### src/rtl/tpm_pkg.sv
// tpm_pkg: shared route tags and default widths for the SRAM port arbiter
package tpm_pkg;
    localparam int TPM_DATA_WIDTH = 8;
    localparam int TPM_ADDR_WIDTH = 10;
    typedef enum logic [1:0] {ROUTE_NONE, ROUTE_P0, ROUTE_P1, ROUTE_FWD} route_e;
endpackage

### src/rtl/tpm_rr_picker.sv
// tpm_rr_picker: 2-way round-robin winner selection and pointer update
module tpm_rr_picker (
    input  logic req0,
    input  logic req1,
    input  logic ptr,
    output logic gnt0,
    output logic gnt1,
    output logic ptr_next
);
    // ptr=0 favours req0; the pointer flips only when both requesters contend
    always_comb begin
        gnt0     = req0 && (!req1 || !ptr);
        gnt1     = req1 && (!req0 || ptr);
        ptr_next = (req0 && req1) ? !ptr : ptr;
    end
endmodule

### src/rtl/tpm_sram_port_arbiter.sv
// tpm_sram_port_arbiter: shares a 1RW+1R SRAM macro among one writer and two readers
// Optional feature macro TPM_WRITE_BYPASS_EN: reads colliding with the write are
// granted and served from a registered copy of the write data instead of stalling.
module tpm_sram_port_arbiter
    import tpm_pkg::*;
#(
    parameter int DATA_WIDTH = TPM_DATA_WIDTH,
    parameter int ADDR_WIDTH = TPM_ADDR_WIDTH
) (
    input  logic                  clk,
    input  logic                  rst,
    input  logic                  w_valid,
    output logic                  w_ready,
    input  logic [ADDR_WIDTH-1:0] w_addr,
    input  logic [DATA_WIDTH-1:0] w_data,
    input  logic                  r0_valid,
    output logic                  r0_ready,
    input  logic [ADDR_WIDTH-1:0] r0_addr,
    output logic                  r0_rvalid,
    output logic [DATA_WIDTH-1:0] r0_rdata,
    input  logic                  r1_valid,
    output logic                  r1_ready,
    input  logic [ADDR_WIDTH-1:0] r1_addr,
    output logic                  r1_rvalid,
    output logic [DATA_WIDTH-1:0] r1_rdata,
    output logic                  mem_csb0,
    output logic                  mem_web0,
    output logic [ADDR_WIDTH-1:0] mem_addr0,
    output logic [DATA_WIDTH-1:0] mem_din0,
    input  logic [DATA_WIDTH-1:0] mem_dout0,
    output logic                  mem_csb1,
    output logic [ADDR_WIDTH-1:0] mem_addr1,
    input  logic [DATA_WIDTH-1:0] mem_dout1
);
    logic c0, c1, e0, e1, f0, f1, g0, g1, pg0, pg1, wg;
    logic rr_q, rr_d, rr_nx;
    route_e tag0_q, tag0_d, tag1_q, tag1_d;
    logic [ADDR_WIDTH-1:0] addr0_q, addr0_d, addr1_q, addr1_d;
    logic [DATA_WIDTH-1:0] din0_q, din0_d, fwd_data;

    tpm_rr_picker u_pick (
        .req0     (e0),
        .req1     (e1),
        .ptr      (rr_q),
        .gnt0     (pg0),
        .gnt1     (pg1),
        .ptr_next (rr_nx)
    );

    // Classify each read: collides with the write, forwardable, or eligible for a macro port
    always_comb begin
        wg = w_valid && !rst;
        c0 = w_valid && (r0_addr == w_addr);
        c1 = w_valid && (r1_addr == w_addr);
`ifdef TPM_WRITE_BYPASS_EN
        f0 = !rst && r0_valid && c0;
        f1 = !rst && r1_valid && c1;
`else
        f0 = 1'b0;
        f1 = 1'b0;
`endif
        e0 = !rst && r0_valid && !c0;
        e1 = !rst && r1_valid && !c1;
    end

    // Grants, route tags and macro pins; with a write only port1 is free for reads
    always_comb begin
        g0        = w_valid ? pg0 : e0;
        g1        = w_valid ? pg1 : e1;
        rr_d      = w_valid ? rr_nx : rr_q;
        tag0_d    = f0 ? ROUTE_FWD : g0 ? ROUTE_P1 : ROUTE_NONE;
        tag1_d    = f1 ? ROUTE_FWD : (g1 && g0 && !w_valid) ? ROUTE_P0 : g1 ? ROUTE_P1 : ROUTE_NONE;
        w_ready   = !rst;
        r0_ready  = g0 || f0;
        r1_ready  = g1 || f1;
        mem_csb0  = !(wg || tag1_d == ROUTE_P0);
        mem_web0  = !wg;
        mem_csb1  = !(g0 || tag1_d == ROUTE_P1);
        addr0_d   = wg ? w_addr : (tag1_d == ROUTE_P0) ? r1_addr : addr0_q;
        din0_d    = wg ? w_data : din0_q;
        addr1_d   = g0 ? r0_addr : (tag1_d == ROUTE_P1) ? r1_addr : addr1_q;
        mem_addr0 = addr0_d;
        mem_din0  = din0_d;
        mem_addr1 = addr1_d;
        r0_rvalid = tag0_q != ROUTE_NONE;
        r1_rvalid = tag1_q != ROUTE_NONE;
        r0_rdata  = (tag0_q == ROUTE_FWD) ? fwd_data : (tag0_q == ROUTE_P0) ? mem_dout0 : mem_dout1;
        r1_rdata  = (tag1_q == ROUTE_FWD) ? fwd_data : (tag1_q == ROUTE_P0) ? mem_dout0 : mem_dout1;
    end

`ifdef TPM_WRITE_BYPASS_EN
    logic [DATA_WIDTH-1:0] fwd_q, fwd_d;

    // Capture each accepted write so a colliding read can return it next cycle
    always_comb begin
        fwd_d    = wg ? w_data : fwd_q;
        fwd_data = fwd_q;
    end

    // Forward data register
    always_ff @(posedge clk) begin
        if (rst) fwd_q <= '0;
        else     fwd_q <= fwd_d;
    end
`else
    // No forwarding path without the bypass feature
    always_comb fwd_data = '0;
`endif

    // Route tags, round-robin pointer and held idle pin values
    always_ff @(posedge clk) begin
        if (rst) begin
            tag0_q  <= ROUTE_NONE;
            tag1_q  <= ROUTE_NONE;
            rr_q    <= 1'b0;
            addr0_q <= '0;
            addr1_q <= '0;
            din0_q  <= '0;
        end else begin
            tag0_q  <= tag0_d;
            tag1_q  <= tag1_d;
            rr_q    <= rr_d;
            addr0_q <= addr0_d;
            addr1_q <= addr1_d;
            din0_q  <= din0_d;
        end
    end
endmodule

### config.mk
export PLATFORM = sky130hd
export DESIGN_NAME = tpm_sram_port_arbiter
export DESIGN_NICKNAME = d
export VERILOG_FILES = /design/src/rtl/tpm_pkg.sv /design/src/rtl/tpm_rr_picker.sv /design/src/rtl/tpm_sram_port_arbiter.sv
export SDC_FILE = /design/constraint.sdc
export NUM_CORES = 1
export LEC_CHECK = 0
export CORE_MARGIN = 4
export CORE_UTILIZATION = 39
export CTS_CLUSTER_SIZE = 24
export DETAILED_ROUTE_END_ITERATION = 7
export PLACE_DENSITY = 0.81
export SYNTH_ARGS = -nofsm -noshare
export SYNTH_HDL_FRONTEND = slang
export SYNTH_SLANG_ARGS = --single-unit
### constraint.sdc
create_clock -name clk -period 2.2 [get_ports clk]
set_input_delay 0.44 -clock clk [delete_from_list [all_inputs] [get_ports clk]]
set_output_delay 0.44 -clock clk [all_outputs]
set_load 0.02 [all_outputs]
==> impl_metrics.csv, run 1 <==
group,metric,value,unit
run_status,outcome,"did not finish",
run_status,haltStage,"global routing",
run_status,first-error,"[ERROR DPL-0038] Utilization greater than 100%, impossible to legalize",
synth,synthXorXnorAreaFrac,8.777,%
clocking,cts.htree.levels,2,
clocking,cts_root_buf,"clkbuf_8",
synth,synthMuxAreaShare,5.016,%
synth,synth.yosys.warnings,0,
synth,synth_top_area_cell,"dfxtp_1",
synth,synth_ff_type,"dfxtp_1",
sta,crit_endpoint,"mem_addr0[1]",
floorplan,fp.dieW,79.54,um
synth,async_flop_share,0,%
clocking,clock_path_buffers,2,
synth,yosysTopAreaCellShare,32.10,%
clocking,cts_buffers,5,
synth,ys_seq_area_share,32.10,%
synth,synth.cell_area,1996,um^2
synth,syn_inst,268,
synth,yosys.area_share.simple,22.45,%
global_routing,grt_max_degree,15,
synth,avgSynthCellArea,7.447,um^2
synth,synth.distinct_cells,30,
place,portBuffers,110,
floorplan,num_rows,25,
place,hpwlAfterDp,6.642,mm
synth,synth-seq-cells,32,
clocking,clkSinkCount,32,
synth,synth_compound_area_share,20.50,%
floorplan,io_pins,111,
sta,worstEpCategory,"output port",
floorplan,die_h,79.54,um
synth,synth_top_family_by_area,"simple AND/OR/NAND/NOR gates",
synth,synth_edf_count,0,
synth,synth-adder-area-share,0,%
synth,yosys-top-cells-area,"dfxtp_1 32%, nand2_1 13%, xnor2_1 8.8%",
place,globalplace.congestion,0.8241,
floorplan,initial_core_util,41.16,%
synth,syn_nets,327,
## repair_timing
action	in CTS
setup buffers	33
cloned	5
setup endpoints to repair	62
hold buffers	0
hold endpoints to repair	0
pin swaps	33
gates resized for setup	388
## cells in the mapped netlist, types with 6 or more instances
| library cell | number |
|---|---|
| nand2_1 | 71 |
| dfxtp_1 | 32 |
| inv_1 | 23 |
| a31oi_1 | 21 |
| xnor2_1 | 20 |
| nor2_1 | 13 |
| clkbuf_1 | 11 |
| o311ai_0 | 10 |
| a311oi_1 | 9 |
| and2_1 | 8 |
| buf_4 | 8 |
| mux2_2 | 8 |
| o21ai_0 | 6 |
## stage by stage
stage | TNS, ns | hold slack, ns | worst slack [ns] | cell area [um^2] | instances
after floorplan | -0.2802 | 0.4498 | -0.07983 | 2359 | 268
after global placement | -46.36 | 0.4700 | -1.305 | 3941 | 482
after detailed placement | -49.21 | 0.4767 | -1.358 | 3941 | 482
after CTS | -7.380 | 0.4855 | -0.4142 | 4507 | 526
## kinds of logic after synthesis
| logic type | after synthesis |
|---|---|
| AOI/OAI and AO/OA | 54 |
| DFF | 32 |
| xor gates and xnor gates | 20 |
| buffers and inverters | 48 |
| muxes | 9 |
| and+or+nand+nor | 105 |
==> run 2: changes to the inputs <==
- CORE_UTILIZATION: 39 -> 37
- CTS_CLUSTER_SIZE: 24 -> default
- PLACE_DENSITY: 0.81 -> default
- PLACE_DENSITY_LB_ADDON: default -> 0.15
==> impl_metrics.csv, run 2 <==
group,metric,value,unit
global_routing,grt_max_degree,22,
synth,synth-seq-cells,32,
synth,syn_nets,327,
routing,viasPerCell,6.484,
synth,async_flop_share,0,%
routing,drt-pass1-iter-count,5,
worst_hold_path,hp-class,"register to register",
routing,drc,0,
clocking,cts.clk_slew.worst_paths,0.07,ns
synth,yosysMostFrequentCell,"nand2_1",
synth,avgSynthCellArea,7.447,um^2
synth,synth_commonest_cells,"71 x nand2_1, 32 x dfxtp_1, 23 x inv_1, 21 x a31oi_1, 20 x xnor2_1",
clocking,cts_root_buf,"clkbuf_8",
synth,yosys-top-cells-area,"dfxtp_1 32%, nand2_1 13%, xnor2_1 8.8%",
sta,slew_violations,0,
sta,totalNegativeSetupSlack,-12.86,ns
layout,design_area,4895,um^2
floorplan,initial_core_util,38.58,%
clocking,ctsHoldBuffers,0,
routing,post_drt_wl_per_cell,28.55,um
layout,area_growth,145.3,%
synth,ys_seq_area_share,32.10,%
routing,route.met3.wl,1.897,mm
floorplan,num_rows,26,
clocking,cts_tree,"built",
place,dpl.cell_count,494,
sta,relSlewSlack,66.22,%
critical_path,worst_ep_required_time,1.76,ns
global_routing,antenna_found_initial,0,
sta,rsz0062_at_grt,"true",
sta,setup_ws,-0.6558,ns
routing,met1Wirelength,5.199,mm
run_status,outcome,"finished with violations",
sta,hold_viol,0,
floorplan,fp.dieW,81.44,um
critical_path,cp-start-kind,"input port",
clocking,clock_path_buffers,2,
global_routing,grt_pass1_wl,16.43,mm
critical_path,path_buf_inv,4,
pwr,power.total,2.246,mW
sta,finClkSkew,0.007803,ns
synth,synth.yosys.warnings,0,
critical_path,critPathMostFrequentCell,"buf_6",
place,portBuffers,110,
synth,synth_edf_count,0,
routing,routed.top_layer,"met4",
critical_path,worst_path_max_delay_cell,"o31ai_4",
synth,yosysTopAreaCellShare,32.10,%
routing,drtIter0Drc,416,
synth,syn_inst,268,
routing,postRouteAntennaNets,0,
global_routing,track_usage,32.86,%
global_routing,overflow,0,
place,hpwlAfterDp,5.754,mm
synth,synth_ff_type,"dfxtp_1",
synth,synth_top_area_cell,"dfxtp_1",
synth,synth.cell_area,1996,um^2
sta,finalCritPeriodShare,129.8,%
floorplan,core_area,5172,um^2
layout,antenna_cells,0,
clocking,cts.htree.levels,2,
layout,nNetsFinal,529,
pwr,seq_power_share,28.4,%
layout,drive_gt1_share,59.87,%
layout,fin_cells,541,
floorplan,die_h,81.44,um
pwr,sw_frac_of_total,35.92,%
pwr,p_int,1.439,mW
sta,post-route-min-period,2.856,ns
pwr,power.density,458.9,nW/um^2
clocking,clkSinkCount,32,
critical_path,end_kind,"output pin",
pwr,leakagePower,2.185,nW
synth,synth.distinct_cells,30,
critical_path,path_cells,"buf_6 > xnor2_2 > nand4_1 > o31ai_4 > a21o_4 > buf_6 > clkinvlp_4 > nand2_2 > a31oi_4 > buf_6",
sta,setup_viol,29,
pwr,p_clk_share,26.7,%
clocking,clk_latency,0.30,ns
critical_path,cp.arrival,2.42,ns
routing,wl,15.45,mm
pwr,ir_worst_vdd,486.0,uV
routing,num_vias,3508,
critical_path,path_delay_family,"compound AO/OA/AOI/OAI gates",
sta,worst_pin_slew,0.5055,ns
pwr,pwr-share-comb,44.9,%
place,globalplace.congestion,0.8179,
critical_path,worstSetupPathType,"input port to output pin",
layout,final_common_cell,"buf_4",
layout,final_cell_mix,"83 x buf_4, 47 x buf_6, 44 x nand2_1",
critical_path,r2r_setup_slack,0.08,ns
clocking,cts_buffers,5,
place,place_area,3975,um^2
global_routing,grt_pass1_vias,3241,
run,drv_cap,0,
floorplan,dieArea,6632,um^2
pwr,switchingPower,0.8067,mW
sta,max_freq,350.2,MHz
run_status,violations,"setup timing",
critical_path,slowest_delay,0.42,ns
floorplan,io_pins,111,
critical_path,worstPathMaxFanout,5,
layout,reg.largest.list,"addr0_q (10), addr1_q (10), din0_q (8)",
routing,wl_met2,6.964,mm
-- run 2: cells by family (layout without fill, tap and decap cells) --
| logic type | count (synthesis) | count (layout) | synth area share, % |
|---|---|---|---|
| flops | 32 | 32 | 32.10 |
| simple gates | 105 | 105 | 22.45 |
| xor+xnor | 20 | 20 | 8.778 |
| mux | 9 | 9 | 5.016 |
| buf+inv | 48 | 248 | 11.16 |
| compound gates | 54 | 57 | 20.50 |
-- run 2: layout make-up --
cell class	instances	area, um^2
multi-input cells	191	1943
repair buffers	215	1999
repair inverters	1	7.507
well taps	70	87.58
inverters	24	105.1
clock inverters	3	42.54
fillers	139	277.8
clock buffers	5	68.82
flip-flops and latches	32	640.6
-- run 2: path summary, 6_finish.rpt --
kind | to | cells past startpoint | from
setup / recovery | mem_addr1[2] | 10 | w_addr[2]
hold / removal | addr0_q[5]$_SDFF_PP0_ | 2 | addr0_q[5]$_SDFF_PP0_
setup reg to reg | addr1_q[5]$_SDFF_PP0_ | 6 | rr_q$_SDFFE_PP0P_
hold reg to reg | addr0_q[5]$_SDFF_PP0_ | 2 | addr0_q[5]$_SDFF_PP0_
-- run 2: tightest hold or removal path: stages (launching register included) --
cell	delay (ns)
dfxtp_1	0.31
nand2_1	0.06
a31oi_1	0.08
-- run 2: what timing repair did --
| item | in CTS | in global routing |
|---|---|---|
| pin swaps | 47 | 26 |
| cloned | 4 | 0 |
| setup endpoints to repair | 62 | 42 |
| gates resized for setup | 371 | 97 |
| buffers inserted | 25 | 15 |
-- run 2: power by group through the flow --
| stage | registers [mW] | logic [mW] | clock network (mW) |
|---|---|---|---|
| 6_report | 0.638 | 1.01 | 0.599 |
| 5_1_grt | 0.639 | 1.03 | 0.633 |
| 4_1_cts | 0.629 | 0.844 | 0.581 |
| 3_5_place_dp | 0.640 | 0.752 | 0 |
| 3_3_place_gp | 0.638 | 0.742 | 0 |
| 2_1_floorplan | 0.638 | 0.371 | 0 |
-- run 2: layer usage --
metal  vias to the layer above  global-route usage, %
li1                       1325                      -
met1                      1638                  35.58
met2                       393                  56.11
met3                       152                  7.895
met4                         0                  22.97
met5                         -                      0
-- run 2: per-stage QoR --
step	util (%)	worst slack (ns)	hold WS, ns
global placement	76.85	-1.296	0.4704
detailed placement	76.85	-1.361	0.4774
global route	94.63	-0.6431	0.5117
finish	94.63	-0.6558	0.5035
CTS	88.29	-0.4367	0.4863
floorplan	-	-0.07983	0.4498
(Power assumes the default switching activity.)
